===== src/rtl/renode_pkg.sv =====
// Shared types for the Renode <-> HDL message streams and the GPIO driver.
// The GPIO FSM enum gains a PULSE state when RENODE_GPIO_PULSE_EN is defined.
package renode_pkg;

  typedef enum logic [7:0] {
    invalid      = 8'd0,
    tickClock    = 8'd1,
    writeRequest = 8'd2,
    readRequest  = 8'd3,
    reset        = 8'd4,
    interrupt    = 8'd5,
    ok           = 8'd6,
    error        = 8'd7
  } action_e;

  typedef logic [63:0] address_t;
  typedef logic [63:0] data_t;

`ifdef RENODE_GPIO_PULSE_EN
  typedef enum logic [1:0] {
    ST_IDLE  = 2'd0,
    ST_APPLY = 2'd1,
    ST_PULSE = 2'd2,
    ST_ACK   = 2'd3
  } gpio_state_e;
`else
  typedef enum logic [1:0] {
    ST_IDLE  = 2'd0,
    ST_APPLY = 2'd1,
    ST_ACK   = 2'd3
  } gpio_state_e;
`endif

  typedef struct packed {
    action_e  action;
    address_t address;
    data_t    data;
  } gpio_req_t;

  localparam int LevelBit = 0;
  localparam int PulseBit = 1;

endpackage


===== src/rtl/renode_msg_fifo.sv =====
// Small request FIFO: array storage, registered read port updated on pop.
// Depth must be a power of two so the pointers wrap naturally.
module renode_msg_fifo #(
  parameter int Width = 8,
  parameter int Depth = 4
) (
  input  logic             clk,
  input  logic             rst_n,
  input  logic             i_push,
  input  logic             i_pop,
  input  logic [Width-1:0] i_data,
  output logic             o_full,
  output logic             o_empty,
  output logic [Width-1:0] o_data
);

  localparam int AW = (Depth > 1) ? $clog2(Depth) : 1;

  logic [Width-1:0] r_mem [Depth];
  logic [AW-1:0]    r_wr_ptr;
  logic [AW-1:0]    r_rd_ptr;
  logic [AW:0]      r_count;
  logic [Width-1:0] r_rd_data;
  logic             w_push;
  logic             w_pop;

  assign o_full  = (r_count == (AW+1)'(Depth));
  assign o_empty = (r_count == '0);
  assign w_push  = i_push && !o_full;
  assign w_pop   = i_pop && !o_empty;
  assign o_data  = r_rd_data;

  always_ff @(posedge clk) begin
    if (w_push) r_mem[r_wr_ptr] <= i_data;
  end

  always_ff @(posedge clk or negedge rst_n) begin
    if (!rst_n) begin
      r_wr_ptr  <= '0;
      r_rd_ptr  <= '0;
      r_count   <= '0;
      r_rd_data <= '0;
    end else begin
      if (w_push) r_wr_ptr <= r_wr_ptr + AW'(1);
      if (w_pop) begin
        r_rd_ptr  <= r_rd_ptr + AW'(1);
        r_rd_data <= r_mem[r_rd_ptr];
      end
      case ({w_push, w_pop})
        2'b10:   r_count <= r_count + (AW+1)'(1);
        2'b01:   r_count <= r_count - (AW+1)'(1);
        default: r_count <= r_count;
      endcase
    end
  end

endmodule


===== src/rtl/renode_gpio_driver.sv =====
// Applies Renode interrupt messages to a bank of driven lines, one ack per request.
// Optional pulse mode (address bit1) is enabled by defining RENODE_GPIO_PULSE_EN.
module renode_gpio_driver
  import renode_pkg::*;
#(
  parameter int                    LinesCount  = 1,
  parameter int                    FifoDepth   = 4,
  parameter logic [LinesCount-1:0] ResetValue  = '0,
  parameter int                    PulseCycles = 1
) (
  input  logic                  clk,
  input  logic                  rst_n,
  input  logic                  msg_valid,
  output logic                  msg_ready,
  input  action_e               msg_action,
  input  address_t              msg_address,
  input  data_t                 msg_data,
  output logic                  ack_valid,
  input  logic                  ack_ready,
  output action_e               ack_action,
  output data_t                 ack_data,
  output logic [LinesCount-1:0] lines,
  output logic                  error_pulse
);

  gpio_state_e           r_state;
  logic [LinesCount-1:0] r_lines;
  logic                  r_ack_valid;
  action_e               r_ack_action;
  data_t                 r_ack_data;
  logic                  r_error_pulse;

  gpio_req_t             w_req_in;
  gpio_req_t             w_cur;
  logic                  w_full;
  logic                  w_empty;
  logic                  w_pop;
  logic                  w_accept;
  logic [LinesCount-1:0] w_sel;
  logic                  w_level;

  assign w_req_in  = '{action: msg_action, address: msg_address, data: msg_data};
  assign msg_ready = !w_full;
  assign w_pop     = (r_state == ST_IDLE) && !w_empty;

  renode_msg_fifo #(
    .Width ($bits(gpio_req_t)),
    .Depth (FifoDepth)
  ) u_fifo (
    .clk     (clk),
    .rst_n   (rst_n),
    .i_push  (msg_valid && !w_full),
    .i_pop   (w_pop),
    .i_data  (w_req_in),
    .o_full  (w_full),
    .o_empty (w_empty),
    .o_data  (w_cur)
  );

  // Full-width index compare: out-of-range indices can never alias a real line.
  generate
    for (genvar gi = 0; gi < LinesCount; gi++) begin : g_sel
      assign w_sel[gi] = (w_cur.data == data_t'(gi));
    end
  endgenerate

  assign w_accept = (w_cur.action == interrupt) && (w_cur.data < data_t'(LinesCount));
  assign w_level  = w_cur.address[LevelBit];

`ifdef RENODE_GPIO_PULSE_EN
  localparam int CW = (PulseCycles > 1) ? $clog2(PulseCycles) : 1;
  logic [CW-1:0] r_pulse_cnt;
  logic          w_unused_addr;
  assign w_unused_addr = ^w_cur.address[63:2];
`else
  localparam int unused_pulse_cycles = PulseCycles;
  logic          w_unused_addr;
  assign w_unused_addr = ^w_cur.address[63:1];
`endif

  // The FIFO read register holds the current request until the next pop.
  always_ff @(posedge clk or negedge rst_n) begin
    if (!rst_n) begin
      r_state       <= ST_IDLE;
      r_lines       <= ResetValue;
      r_ack_valid   <= 1'b0;
      r_ack_action  <= ok;
      r_ack_data    <= '0;
      r_error_pulse <= 1'b0;
`ifdef RENODE_GPIO_PULSE_EN
      r_pulse_cnt   <= '0;
`endif
    end else begin
      r_error_pulse <= 1'b0;
      case (r_state)
        ST_IDLE: begin
          if (!w_empty) r_state <= ST_APPLY;
        end
        ST_APPLY: begin
          r_ack_data <= w_cur.data;
          if (w_accept) begin
            for (int i = 0; i < LinesCount; i++) begin
              if (w_sel[i]) r_lines[i] <= w_level;
            end
            r_ack_action <= ok;
`ifdef RENODE_GPIO_PULSE_EN
            if (w_cur.address[PulseBit]) begin
              r_pulse_cnt <= CW'(PulseCycles - 1);
              r_state     <= ST_PULSE;
            end else begin
              r_ack_valid <= 1'b1;
              r_state     <= ST_ACK;
            end
`else
            r_ack_valid <= 1'b1;
            r_state     <= ST_ACK;
`endif
          end else begin
            r_error_pulse <= 1'b1;
            r_ack_action  <= error;
            r_ack_valid   <= 1'b1;
            r_state       <= ST_ACK;
          end
        end
`ifdef RENODE_GPIO_PULSE_EN
        ST_PULSE: begin
          if (r_pulse_cnt == '0) begin
            for (int i = 0; i < LinesCount; i++) begin
              if (w_sel[i]) r_lines[i] <= !w_level;
            end
            r_ack_valid <= 1'b1;
            r_state     <= ST_ACK;
          end else begin
            r_pulse_cnt <= r_pulse_cnt - CW'(1);
          end
        end
`endif
        ST_ACK: begin
          if (ack_ready) begin
            r_ack_valid <= 1'b0;
            r_state     <= ST_IDLE;
          end
        end
        default: r_state <= ST_IDLE;
      endcase
    end
  end

  assign lines       = r_lines;
  assign ack_valid   = r_ack_valid;
  assign ack_action  = r_ack_action;
  assign ack_data    = r_ack_data;
  assign error_pulse = r_error_pulse;

endmodule


===== config.mk =====
export PLATFORM = sky130hd
export DESIGN_NAME = renode_gpio_driver
export DESIGN_NICKNAME = d
export VERILOG_FILES = /design/src/rtl/renode_pkg.sv /design/src/rtl/renode_msg_fifo.sv /design/src/rtl/renode_gpio_driver.sv
export SDC_FILE = /design/constraint.sdc
export NUM_CORES = 1
export LEC_CHECK = 0
export ABC_AREA = 1
export CAP_MARGIN = 20
export CELL_PAD_IN_SITES_DETAIL_PLACEMENT = 1
export CELL_PAD_IN_SITES_GLOBAL_PLACEMENT = 1
export CORE_MARGIN = 8
export CORE_UTILIZATION = 51
export DETAILED_ROUTE_END_ITERATION = 10
export PLACE_DENSITY_LB_ADDON = 0.08
export REMOVE_ABC_BUFFERS = 1
export SYNTH_ARGS = -nofsm -noshare
export SYNTH_HDL_FRONTEND = slang
export SYNTH_HIERARCHICAL = 1
export SYNTH_SLANG_ARGS = --single-unit

===== constraint.sdc =====
create_clock -name clk -period 20.6 [get_ports clk]
set_clock_uncertainty 0.05 [all_clocks]
set_input_delay 6.18 -clock clk [delete_from_list [all_inputs] [get_ports clk]]
set_output_delay 6.18 -clock clk [all_outputs]
set_load 0.05 [all_outputs]

# After elaboration in Yosys (flattened, before gate mapping)
# Memory sizes are Yosys's and may differ from the RTL's. A register that Yosys moved wholly into a read port is not among the register bits.
# Index checks and enable logic that the tools add are counted.
[op_classes]
n_lt_le_gt_ge = 1
reduce_logical = 16
n_addsub = 4
n_mux = 11
n_eq_ne = 8
[op_table]
columns = ["operator", "n"]
rows = [
  ["$logic_not A64 Y1", 1],
  ["$lt A64 B1 Y1 const B", 1],
  ["$eq A8 B3 Y1 const B", 1],
  ["$mux W1", 6],
  ["$pmux W2 S3", 1],
  ["$pmux W3 S2", 1],
  ["$logic_and A1 B1 Y1", 5],
  ["$add A2 B1 Y2 const B", 2],
  ["$eq A2 B1 Y1 const B", 2],
  ["$eq A2 B2 Y1 const B", 2],
  ["$mux W2", 2],
  ["$ne A2 B2 Y1 const B", 2],
  ["$reduce_and A2 Y1", 2],
  ["$reduce_bool A2 Y1", 2],
  ["$add A3 B1 Y3 const B", 1],
  ["$eq A3 B3 Y1 const B", 1],
  ["$logic_not A1 Y1", 3],
  ["$logic_not A3 Y1", 1],
  ["$reduce_and A3 Y1", 1],
  ["$sub A3 B1 Y3 const B", 1],
  ["$logic_not A2 Y1", 1],
  ["$pmux W1 S2", 1],
]
[totals]
wordCells = 50
input_bits = 140
mem_count = 1
out_inout_bits = 76
mem_bits_rw = 544
reg_bits = 84
[mem_list]
columns = ["memory", "depth", "word_bits", "rd", "rd_clocked_by_memory_dff", "write_ports", "line_no", "source"]
rows = [
  ["u_fifo.r_mem", 4, 136, 1, 1, 1, "renode_msg_fifo.sv:19", "logic [Width-1:0] r_mem [Depth];"],
]

# Logic depth before layout (Yosys ltp)
# Gate-level depths: netlist of the first run.
[logic_depth]
depth_word = 6
ltp_mapped = 14
ltp_nobuf = 13

# Hierarchy
# Netlist of the first run, hierarchy kept.
[modules_own_cells]
columns = ["module", "cells_each", "area_each_um2", "n_inst", "seq_area_each_um2"]
rows = [
  ["renode_msg_fifo", 2761, 28337.2, 1, 19914.1],
  ["renode_gpio_driver", 380, 3015.4, 1, 1751.7],
]

# Worst setup path before layout of the first run
# Ideal clock, no wire load.
[synth_timing]
path_type = "input to register"
start = "in msg_valid"
end = "mem u_fifo/r_mem[0][0] in the netlist's numbering, enable pin"
arrival_ns = 12.144
path_slack_ns = 7.772
setup_time_ns = 0.634
path_stages = 4
required_ns = 19.916
n_path_buf = 0
path_cell_list = "inv_1 nor2_1 nand2_1 nor2_1"
[synth_between]
elab_chain_cells = 4
[synth_rtl]
columns = ["element", "line_no", "source"]
rows = [
  ["from (decl)", "renode_gpio_driver.sv:13", "input logic msg_valid,"],
  ["$logic_and A1 B1 Y1", "renode_gpio_driver.sv:52", ".i_push (msg_valid && !w_full),"],
  ["$logic_and A1 B1 Y1", "renode_msg_fifo.sv:29", "assign w_push = i_push && !o_full;"],
  ["$mux W1", "renode_msg_fifo.sv:34", "if (w_push) r_mem[r_wr_ptr] <= i_data;"],
  ["$mux W1 (implied by the code)", "renode_msg_fifo.sv:34", ""],
  ["to (decl)", "renode_msg_fifo.sv:19", ""],
]
# Every way passes these cells.

# Worst setup path after layout of the first run
[layout_timing]
start = "in msg_valid"
end = "mem u_fifo/r_mem[2][129] in the netlist's numbering, enable pin"
# Same word-level chain as after synthesis.

==> flow_summary.json, run 1 <==
{
  "vias": 12800,
  "p_leak_nw": 10.3,
  "final_area_um2": 21700,
  "critPathLaunchType": "input pin",
  "drive_gt1_share_pct": 5.26,
  "antenna_left": 0,
  "internal_power_w": 0.00205,
  "yosys_warnings": 6,
  "fin_crit_ns": 8.52,
  "die_x_um": 207,
  "start_util_pct": 51.2,
  "place_area_um2": 20200,
  "wl_met1_um": 19500,
  "max_stage_delay_ns": 0.92,
  "path_max_fanout": 64,
  "pwr-share-comb_pct": 34.5,
  "max_freq_mhz": 117,
  "cts_max_path_buffers": 3,
  "final_cells": 2521,
  "area_delta_synth_final_pct": 17.0,
  "dp_cells": 2435,
  "track_usage_pct": 22.8,
  "drt_wl_total_um": 47500,
  "fin_crit_sh_pct": 41.4,
  "cts_setup_buffers": 0,
  "num_io_pins": 216,
  "switching_power_w": 0.00133,
  "io_buffer_count": 145,
  "wire_per_inst_um": 18.9,
  "htree_levels": 2,
  "core-area_um2": 36300,
  "grt_pass1_wl_um": 74800,
  "grt_setup_unrepaired": "no",
  "setup_viol": 0,
  "grt_pass1_vias": 14100,
  "path_cells": "clkdlybuf4s50_1, inv_1, nor2_1, nand2_1, nor2_4, buf_4",
  "grt_max_degree": 86,
  "viasPerCell": 5.06,
  "numCtsBuffers": 46,
  "tightest_slew_ns": 1.14,
  "slew_headroom_pct": 24.3,
  "drv_cap": 0,
  "wl_met3_um": 2120,
  "fillCellCount": 4008,
  "p_clk_share_pct": 24.8,
  "antenna_found_initial": 2,
  "drtIter0Drc": 531,
  "dieHeight_um": 207,
  "slew_viol_final": 0,
  "cp_top_family": "buffers and inverters",
  "cts_tree": "yes",
  "grt.overflow.total": 0,
  "rows": 70,
  "post_cts_hold_buffer_count": 0,
  "syn_area_um2": 18600,
  "fin_nets": 2161,
  "dp_hpwl_um": 27100,
  "drc": 0,
  "path_class": "in2reg",
  "drtPass1Iterations": 4,
  "dieArea_um2": 42800,
  "root_buffer": "clkbuf_16",
  "postSynthCellCount": 1912,
  "syn_avg_cell_area_um2": 9.72,
  "clk_pin_slew_ns": 0.06,
  "cts_resized": 0,
  "cp_slowest_cell": "buf_4",
  "end_kind": "register",
  "hold_violations": 0,
  "vdd_drop_max_mv": 0.110,
  "met2_wirelength_um": 24800,
  "clock_sinks": 442,
  "maxUsedRoutingLayer": "met5",
  "hold_class": "reg2reg",
  "critPathRequiredTime_ns": 20.73,
  "seqPwrFrac_pct": 40.7,
  "clkLatencyLatePin_ns": 0.57,
  "pwr_density_cell_nw_per_um2": 156,
  "setup_tns_ns": 0,
  "status": "finished, final reports clean",
  "crit_arrival_ns": 8.65,
  "p_sw_share_pct": 39.4,
  "gp_congestion": 0.724,
  "critPathBufInv": 3
}
==> power groups by stage <==
stage | registers [W] | logic [W] | clock network (W)
after global routing | 0.00140 | 0.00129 | 0.000886
after floorplan | 0.00155 | 0.000572 | 0
after detailed placement | 0.00139 | 0.00116 | 0
after global placement | 0.00138 | 0.00112 | 0
after CTS | 0.00138 | 0.00118 | 0.000858
final | 0.00138 | 0.00116 | 0.000838
==> worst register-to-register path: stages, from the launching register on <==
cell      delay [ns]
dfrtp_4         1.19
clkinv_2        0.95
buf_4           0.59
nand3_1         0.21
nand2_1         0.08
nand2_1         0.08
nand2_1         0.07
==> state kept, by name, summed over array words and instances, names as in the netlist <==
register         cells
ack_action           1
ack_data            64
ack_valid            1
error_pulse          1
lines                1
r_state              2
u_fifo/o_data       73
u_fifo/r_count       3
u_fifo/r_mem       292
u_fifo/r_rd_ptr      2
u_fifo/r_wr_ptr      2
==> through the flow <==
stage	total power, W	worst slack (ns)	hold slack [ns]	util [%]
after detailed placement	0.00255	11.54	0.411	55.7
after global routing	0.00358	11.97	0.448	59.9
final	0.00338	12.08	0.417	59.9
after floorplan	0.00212	10.50	0.391	-
after global placement	0.00250	11.54	0.402	55.7
after CTS	0.00342	12.08	0.426	59.9
==> placed cells by master (no fill, tap or decap), drive strengths merged <==
cell type / instances
clkinvlp: 1
clkdlybuf4s50: 144
fa: 1
diode: 1
edfxtp: 292
nand3: 151
nand4: 1
ha: 5
nand2: 813
clkbuf: 64
nand3b: 1
xor2: 3
or2: 3
o21ai: 5
conb: 7
bufinv: 4
a21boi: 1
dfrtp: 150
clkinv: 17
buf: 16
xnor2: 1
inv: 318
nor3: 1
nor2: 53
==> per-layer routing <==
| layer | up-vias | track usage [%] |
|---|---|---|
| met3 | 83 | 3.96 |
| met1 | 6411 | 26.6 |
| li1 | 6025 | - |
| met5 | - | 0 |
| met2 | 238 | 42.0 |
| met4 | 2 | 7.58 |
==> final cells by class <==
type | instances | area, µm² | area share, %
multi-input combinational | 1046 | 4310 | 19.8
inverter | 319 | 1200 | 5.53
clock inverter | 21 | 200 | 0.921
timing repair buffer | 160 | 1570 | 7.20
sequential | 442 | 12500 | 57.7
antenna | 1 | 2.50 | 0.0115
clock buffer | 64 | 1330 | 6.13
tap | 468 | 586 | 2.69
==> final timing paths <==
check | from | to | slack [ns] | cells past startpoint
worst max-delay path | msg_valid | u_fifo/r_mem[2][129]$_DFFE_PP_ | 12.08 | 6
worst min-delay path | ack_data[1]$_DFFE_PN0P_ | ack_data[1]$_DFFE_PN0P_ | 0.42 | 2
worst max register to register | u_fifo/r_rd_ptr[1]$_DFFE_PN0P_ | u_fifo/o_data[23]$_DFFE_PN0P_ | 17.25 | 6
worst min register to register | ack_data[1]$_DFFE_PN0P_ | ack_data[1]$_DFFE_PN0P_ | 0.42 | 2
max in group asynchronous | rst_n | u_fifo/r_count[0]$_DFFE_PN0P_ | 13.36 | 2
min in group asynchronous | rst_n | ack_data[42]$_DFFE_PN0P_ | 5.66 | 1
No activity file was read; power rests on OpenSTA's default activity.
==> inputs of run 2 (changes only) <==
--- a/config.mk
+++ b/config.mk
@@ -10,7 +10,7 @@
 export CELL_PAD_IN_SITES_DETAIL_PLACEMENT = 1
 export CELL_PAD_IN_SITES_GLOBAL_PLACEMENT = 1
 export CORE_MARGIN = 8
-export CORE_UTILIZATION = 51
+export CORE_UTILIZATION = 48
 export DETAILED_ROUTE_END_ITERATION = 10
 export PLACE_DENSITY_LB_ADDON = 0.08
 export REMOVE_ABC_BUFFERS = 1
==> constraint.sdc (replaced) <==
create_clock -name clk -period 8.5 [get_ports clk]
set_clock_uncertainty 0.05 [all_clocks]
set_input_delay 2.55 -clock clk [delete_from_list [all_inputs] [get_ports clk]]
set_output_delay 2.55 -clock clk [all_outputs]
set_load 0.05 [all_outputs]
==> run 2 against run 1 <==
Global-route usage fell by 1.8 points; register-to-register slack worse by 12 ns; worst hold slack lost 0.0018 ns; non-clock buffer count fell by 1; first-iteration DRC count up 8.5%; combinational power up 140%; critical path depth stayed put; cell count increased by 2.1%; critical endpoint is now u_fifo/r_mem[3][17]$_DFFE_PP_; largest cell class unchanged; largest power group unchanged.
==> flow_summary.json, run 2 (synthesis results as in run 1) <==
{
  "track_usage_pct": 21.0,
  "dieHeight_um": 213,
  "critPathBufInv": 3,
  "critPathRequiredTime_ns": 8.64,
  "path_cells": "clkdlybuf4s50_1, inv_1, nor2_1, nand2_1, nor2_4, buf_4",
  "root_buffer": "clkbuf_16",
  "tightest_slew_ns": 1.10,
  "dp_hpwl_um": 27000,
  "grt_pass1_vias": 13600,
  "start_util_pct": 48.3,
  "cp_slowest_cell": "buf_4",
  "rows": 72,
  "path_class": "in2reg",
  "fin_nets": 2161,
  "vias": 12600,
  "antenna_left": 0,
  "path_max_fanout": 50,
  "grt_pass1_wl_um": 73500,
  "max_freq_mhz": 195,
  "status": "finished, final reports clean",
  "place_area_um2": 20300,
  "drc": 0,
  "io_buffer_count": 145,
  "drt_wl_total_um": 46600,
  "fin_crit_ns": 5.13,
  "hold_class": "reg2reg",
  "area_delta_synth_final_pct": 17.5,
  "pwr_density_cell_nw_per_um2": 373,
  "dieArea_um2": 45200,
  "clock_sinks": 442,
  "setup_viol": 0,
  "grt.overflow.total": 0,
  "post_cts_hold_buffer_count": 0,
  "drv_cap": 0,
  "cts_max_path_buffers": 3,
  "largest_register_ffs": 292,
  "core-area_um2": 38500,
  "clk_pin_slew_ns": 0.06,
  "final_cell_mix": "811 x nand2_1, 313 x inv_1, 292 x edfxtp_1",
  "grt_max_degree": 91,
  "critPathLaunchType": "input pin",
  "end_kind": "register",
  "wire_per_inst_um": 18.1,
  "final_area_um2": 21800,
  "largest_register": "u_fifo/r_mem",
  "drtPass1Iterations": 5,
  "viasPerCell": 4.90,
  "numCtsBuffers": 47,
  "slew_headroom_pct": 26.8,
  "gp_congestion": 0.721,
  "cts_setup_buffers": 0,
  "grt_setup_unrepaired": "no",
  "slew_viol_final": 0,
  "die_x_um": 213,
  "drtIter0Drc": 576,
  "final_util_pct": 56.7,
  "drive_gt1_share_pct": 5.11,
  "hold_violations": 0,
  "cp_top_family": "simple AND/OR/NAND/NOR gates",
  "vdd_drop_max_mv": 0.226,
  "layout_commonest_cell": "nand2_1",
  "cts_resized": 0,
  "antenna_found_initial": 6,
  "p_leak_nw": 10.3,
  "crit_arrival_ns": 5.27,
  "num_io_pins": 216,
  "max_stage_delay_ns": 0.81,
  "htree_levels": 2,
  "setup_tns_ns": 0,
  "cts_tree": "yes",
  "fin_crit_sh_pct": 60.3,
  "clkLatencyLatePin_ns": 0.56
}
-- run 2: changes by cell type in the layout (fill, tap and decap cells not counted) --
| cell | change |
|---|---|
| diode_2 | +2 |
| bufinv_16 | -1 |
| clkinvlp_4 | -1 |
| clkbuf_1 | +2 |
| clkinv_2 | -3 |
| clkbuf_8 | +3 |
| buf_12 | +3 |
| clkinv_1 | +2 |
| buf_4 | -4 |
-- run 2: layer usage --
layer,vias up,wire [µm],global-route usage (%)
met3,74,2170,4.17
met2,220,23700,37.5
li1,6027,-,-
met1,6286,19600,25.4
met5,-,37,0
met4,6,1000,6.28
-- run 2: path summary, 6_finish.rpt --
kind / start / cells past startpoint / endpoint / slack (ns)
min: ack_data[61]$_DFFE_PN0P_ / 2 / ack_data[61]$_DFFE_PN0P_ / 0.42
max in group asynchronous: rst_n / 2 / u_fifo/r_rd_ptr[0]$_DFFE_PN0P_ / 4.76
min reg2reg: ack_data[61]$_DFFE_PN0P_ / 2 / ack_data[61]$_DFFE_PN0P_ / 0.42
max: msg_valid / 6 / u_fifo/r_mem[3][17]$_DFFE_PP_ / 3.37
min in group asynchronous: rst_n / 1 / ack_data[42]$_DFFE_PN0P_ / 2.03
max reg2reg: u_fifo/r_count[0]$_DFFE_PN0P_ / 7 / u_fifo/r_mem[3][17]$_DFFE_PP_ / 5.14
-- run 2: final cells by class --
cell class / instances / area [µm²]
Fill cell: 4295 / 16600
Sequential cell: 442 / 12500
Multi-Input combinational cell: 1046 / 4310
Timing Repair Buffer: 159 / 1600
Clock buffer: 69 / 1380
Inverter: 319 / 1200
Tap cell: 518 / 648
Clock inverter: 18 / 155
Antenna cell: 3 / 7.51
-- run 2: worst register-to-register path: cells and delay by family, from the launching register on --
kind | cells | cell delay, ns
AND/OR/NAND/NOR | 5 | 1.60
buffers and inverters | 2 | 0.88
flip-flops | 1 | 0.43
-- run 2: power by group --
group	leakage (nW)	total, W	internal (W)	switching, W
registers	4.55	0.00330	0.00292	0.000376
clock network	0.758	0.00202	0.00121	0.000808
logic	4.96	0.00283	0.000832	0.00200
total	10.3	0.00815	0.00497	0.00318
-- run 2: per-stage QoR --
step	hold WS [ns]	worst slack, ns	power, W	cells
after floorplan	0.391	2.03	0.00513	1807
after CTS	0.421	3.40	0.00826	2571
after detailed placement	0.407	2.81	0.00618	2484
final	0.416	3.37	0.00815	2574
after global placement	0.403	2.83	0.00606	2484
after global routing	0.435	3.30	0.00865	2572
==> inputs of run 3 (changes only) <==
--- a/config.mk
+++ b/config.mk
@@ -10,7 +10,7 @@
 export CELL_PAD_IN_SITES_DETAIL_PLACEMENT = 1
 export CELL_PAD_IN_SITES_GLOBAL_PLACEMENT = 1
 export CORE_MARGIN = 8
-export CORE_UTILIZATION = 48
+export CORE_UTILIZATION = 43
 export DETAILED_ROUTE_END_ITERATION = 10
 export PLACE_DENSITY_LB_ADDON = 0.08
 export REMOVE_ABC_BUFFERS = 1
==> constraint.sdc (replaced) <==
create_clock -name clk -period 4.6 [get_ports clk]
set_clock_uncertainty 0.05 [all_clocks]
set_input_delay 1.38 -clock clk [delete_from_list [all_inputs] [get_ports clk]]
set_output_delay 1.38 -clock clk [all_outputs]
set_load 0.05 [all_outputs]
==> run 3 against run 2 <==
Combinational power grew 88%; clock power grew 85%; wire length shrank 0.19%; global-route usage shrank 2.1 points; worst hold slack gained 0.00060 ns; clock-buffer cell count shrank 1; largest cell class unchanged; largest power group unchanged.
==> flow_summary.json, run 3 (synthesis results as in run 1) <==
{
  "status": "finished, final reports clean",
  "p_leak_nw": 10.3,
  "vias": 12500,
  "path_cells": "nor2_4, nand2_1, inv_1, inv_1, clkdlybuf4s50_1",
  "holdWs_ns": 0.416,
  "layout_commonest_cell": "nand2_1",
  "cts_resized": 0,
  "dp_hpwl_um": 26700,
  "wire_per_inst_um": 17.6,
  "clk_pin_slew_ns": 0.06,
  "dieHeight_um": 224,
  "num_io_pins": 216,
  "area_delta_synth_final_pct": 18.2,
  "setup_viol": 0,
  "clkLatencyLatePin_ns": 0.58,
  "viasPerCell": 4.72,
  "htree_levels": 2,
  "grtUsageMet1_pct": 23.8,
  "path_max_fanout": 3,
  "grt_max_degree": 85,
  "grt_pass1_wl_um": 74500,
  "grt_util_met2_pct": 33.1,
  "critPathLaunchType": "register",
  "place_area_um2": 20400,
  "fin_crit_sh_pct": 77.1,
  "grt_setup_unrepaired": "no",
  "dieArea_um2": 50100,
  "end_kind": "primary output",
  "antenna-diode-count": 0,
  "grt.overflow.total": 0,
  "die_x_um": 224,
  "max_stage_delay_ns": 0.79,
  "antenna_found_initial": 2,
  "power_w": 0.0151,
  "path_class": "reg2out",
  "final_area_um2": 22000,
  "grt_pass1_vias": 13500,
  "max_freq_mhz": 282,
  "fin_nets": 2165,
  "numCtsBuffers": 48,
  "rows": 76,
  "slew_viol_final": 0,
  "cp_top_family": "buffers and inverters",
  "cpMostUsedCell": "inv_1",
  "cts_max_path_buffers": 3,
  "critPathBufInv": 3,
  "crit_arrival_ns": 2.12,
  "critPathRequiredTime_ns": 3.17,
  "drc": 0,
  "vdd_drop_max_mv": 0.465,
  "largest_register_ffs": 292,
  "gp_congestion": 0.694,
  "met3_usage_pct": 3.36,
  "drv_cap": 0,
  "final_util_pct": 51.2,
  "io_buffer_count": 145,
  "drive_gt1_share_pct": 5.20,
  "largest_register": "u_fifo/r_mem",
  "drt_wl_total_um": 46500,
  "final_cell_mix": "811 x nand2_1, 313 x inv_1, 292 x edfxtp_1",
  "core-area_um2": 42900,
  "cts_setup_buffers": 0,
  "root_buffer": "clkbuf_16",
  "tightest_slew_ns": 1.11,
  "hold_violations": 0,
  "grt_busiest_layer": "met2",
  "track_usage_pct": 18.9,
  "start_util_pct": 43.3,
  "cp_slowest_cell": "clkdlybuf4s50_1",
  "pwr_density_cell_nw_per_um2": 685,
  "drtIter0Drc": 653,
  "antenna_left": 0,
  "clock_sinks": 442,
  "hold_class": "reg2reg",
  "slew_headroom_pct": 25.9,
  "cts_tree": "yes",
  "post_cts_hold_buffer_count": 0,
  "drtPass1Iterations": 4,
  "fin_crit_ns": 3.55
}
-- run 3: cell types whose count changed in the layout (fill, tap and decap cells not counted) --
cell and delta:
buf_12 +4, clkbuf_8 -4, clkbuf_1 +3, diode_2 -3
clkinv_2 +2, inv_6 +2, buf_4 -1, inv_2 -1
-- run 3: worst paths after layout --
| path | cells past startpoint | from | endpoint | slack [ns] |
|---|---|---|---|---|
| max in group asynchronous | 2 | rst_n | u_fifo/o_data[128]$_DFFE_PN0P_ | 2.81 |
| min in group asynchronous | 1 | rst_n | u_fifo/o_data[46]$_DFFE_PN0P_ | 0.76 |
| worst max-delay path | 5 | u_fifo/r_count[0]$_DFFE_PN0P_ | msg_ready | 1.05 |
| worst min-delay path | 2 | ack_data[59]$_DFFE_PN0P_ | ack_data[59]$_DFFE_PN0P_ | 0.42 |
| worst max register to register | 9 | u_fifo/r_count[0]$_DFFE_PN0P_ | u_fifo/o_data[22]$_DFFE_PN0P_ | 1.91 |
| worst min register to register | 2 | ack_data[59]$_DFFE_PN0P_ | ack_data[59]$_DFFE_PN0P_ | 0.42 |
-- run 3: worst register-to-register path, cell delays in order, from the launching register on --
cell and delay, ns:
dfrtp_1 0.44, nor2_4 0.07, inv_2 0.08, nor2_1 0.04, or2_2 0.28, nor2_1 0.22, a21boi_4 0.24, buf_4 0.86
nand2_1 0.24, nand2_1 0.10
-- run 3: power breakdown --
group	leakage (nW)	internal (W)	switching, W	total (W)
Clock	0.746	0.00219	0.00154	0.00373
Sequential	4.55	0.00540	0.000608	0.00601
Combinational	5.00	0.00158	0.00373	0.00531
Total	10.3	0.00916	0.00589	0.0151
-- run 3: area by class of cell --
| class | count | area (µm²) |
|---|---|---|
| clock buffers | 68 | 1340 |
| inverters | 319 | 1200 |
| flip-flops and latches | 442 | 12500 |
| clock inverters | 21 | 178 |
| well taps | 585 | 732 |
| fillers | 4789 | 20900 |
| multi-input cells | 1046 | 4310 |
| repair buffers | 162 | 1670 |
-- run 3: per-layer routing --
layer | vias up | wire length (µm)
met1 | 6168 | 20400
met3 | 75 | 1870
li1 | 6037 | -
met5 | - | 23
met4 | 4 | 872
met2 | 187 | 23300
-- run 3: per-stage QoR --
stage	std cells	setup slack, ns	setup TNS [ns]
after global placement	2553	1.09	0
final	2643	1.05	0
after floorplan	1807	-0.698	-226.75
after global routing	2643	0.940	0
after CTS	2642	1.01	0
after detailed placement	2553	1.06	0
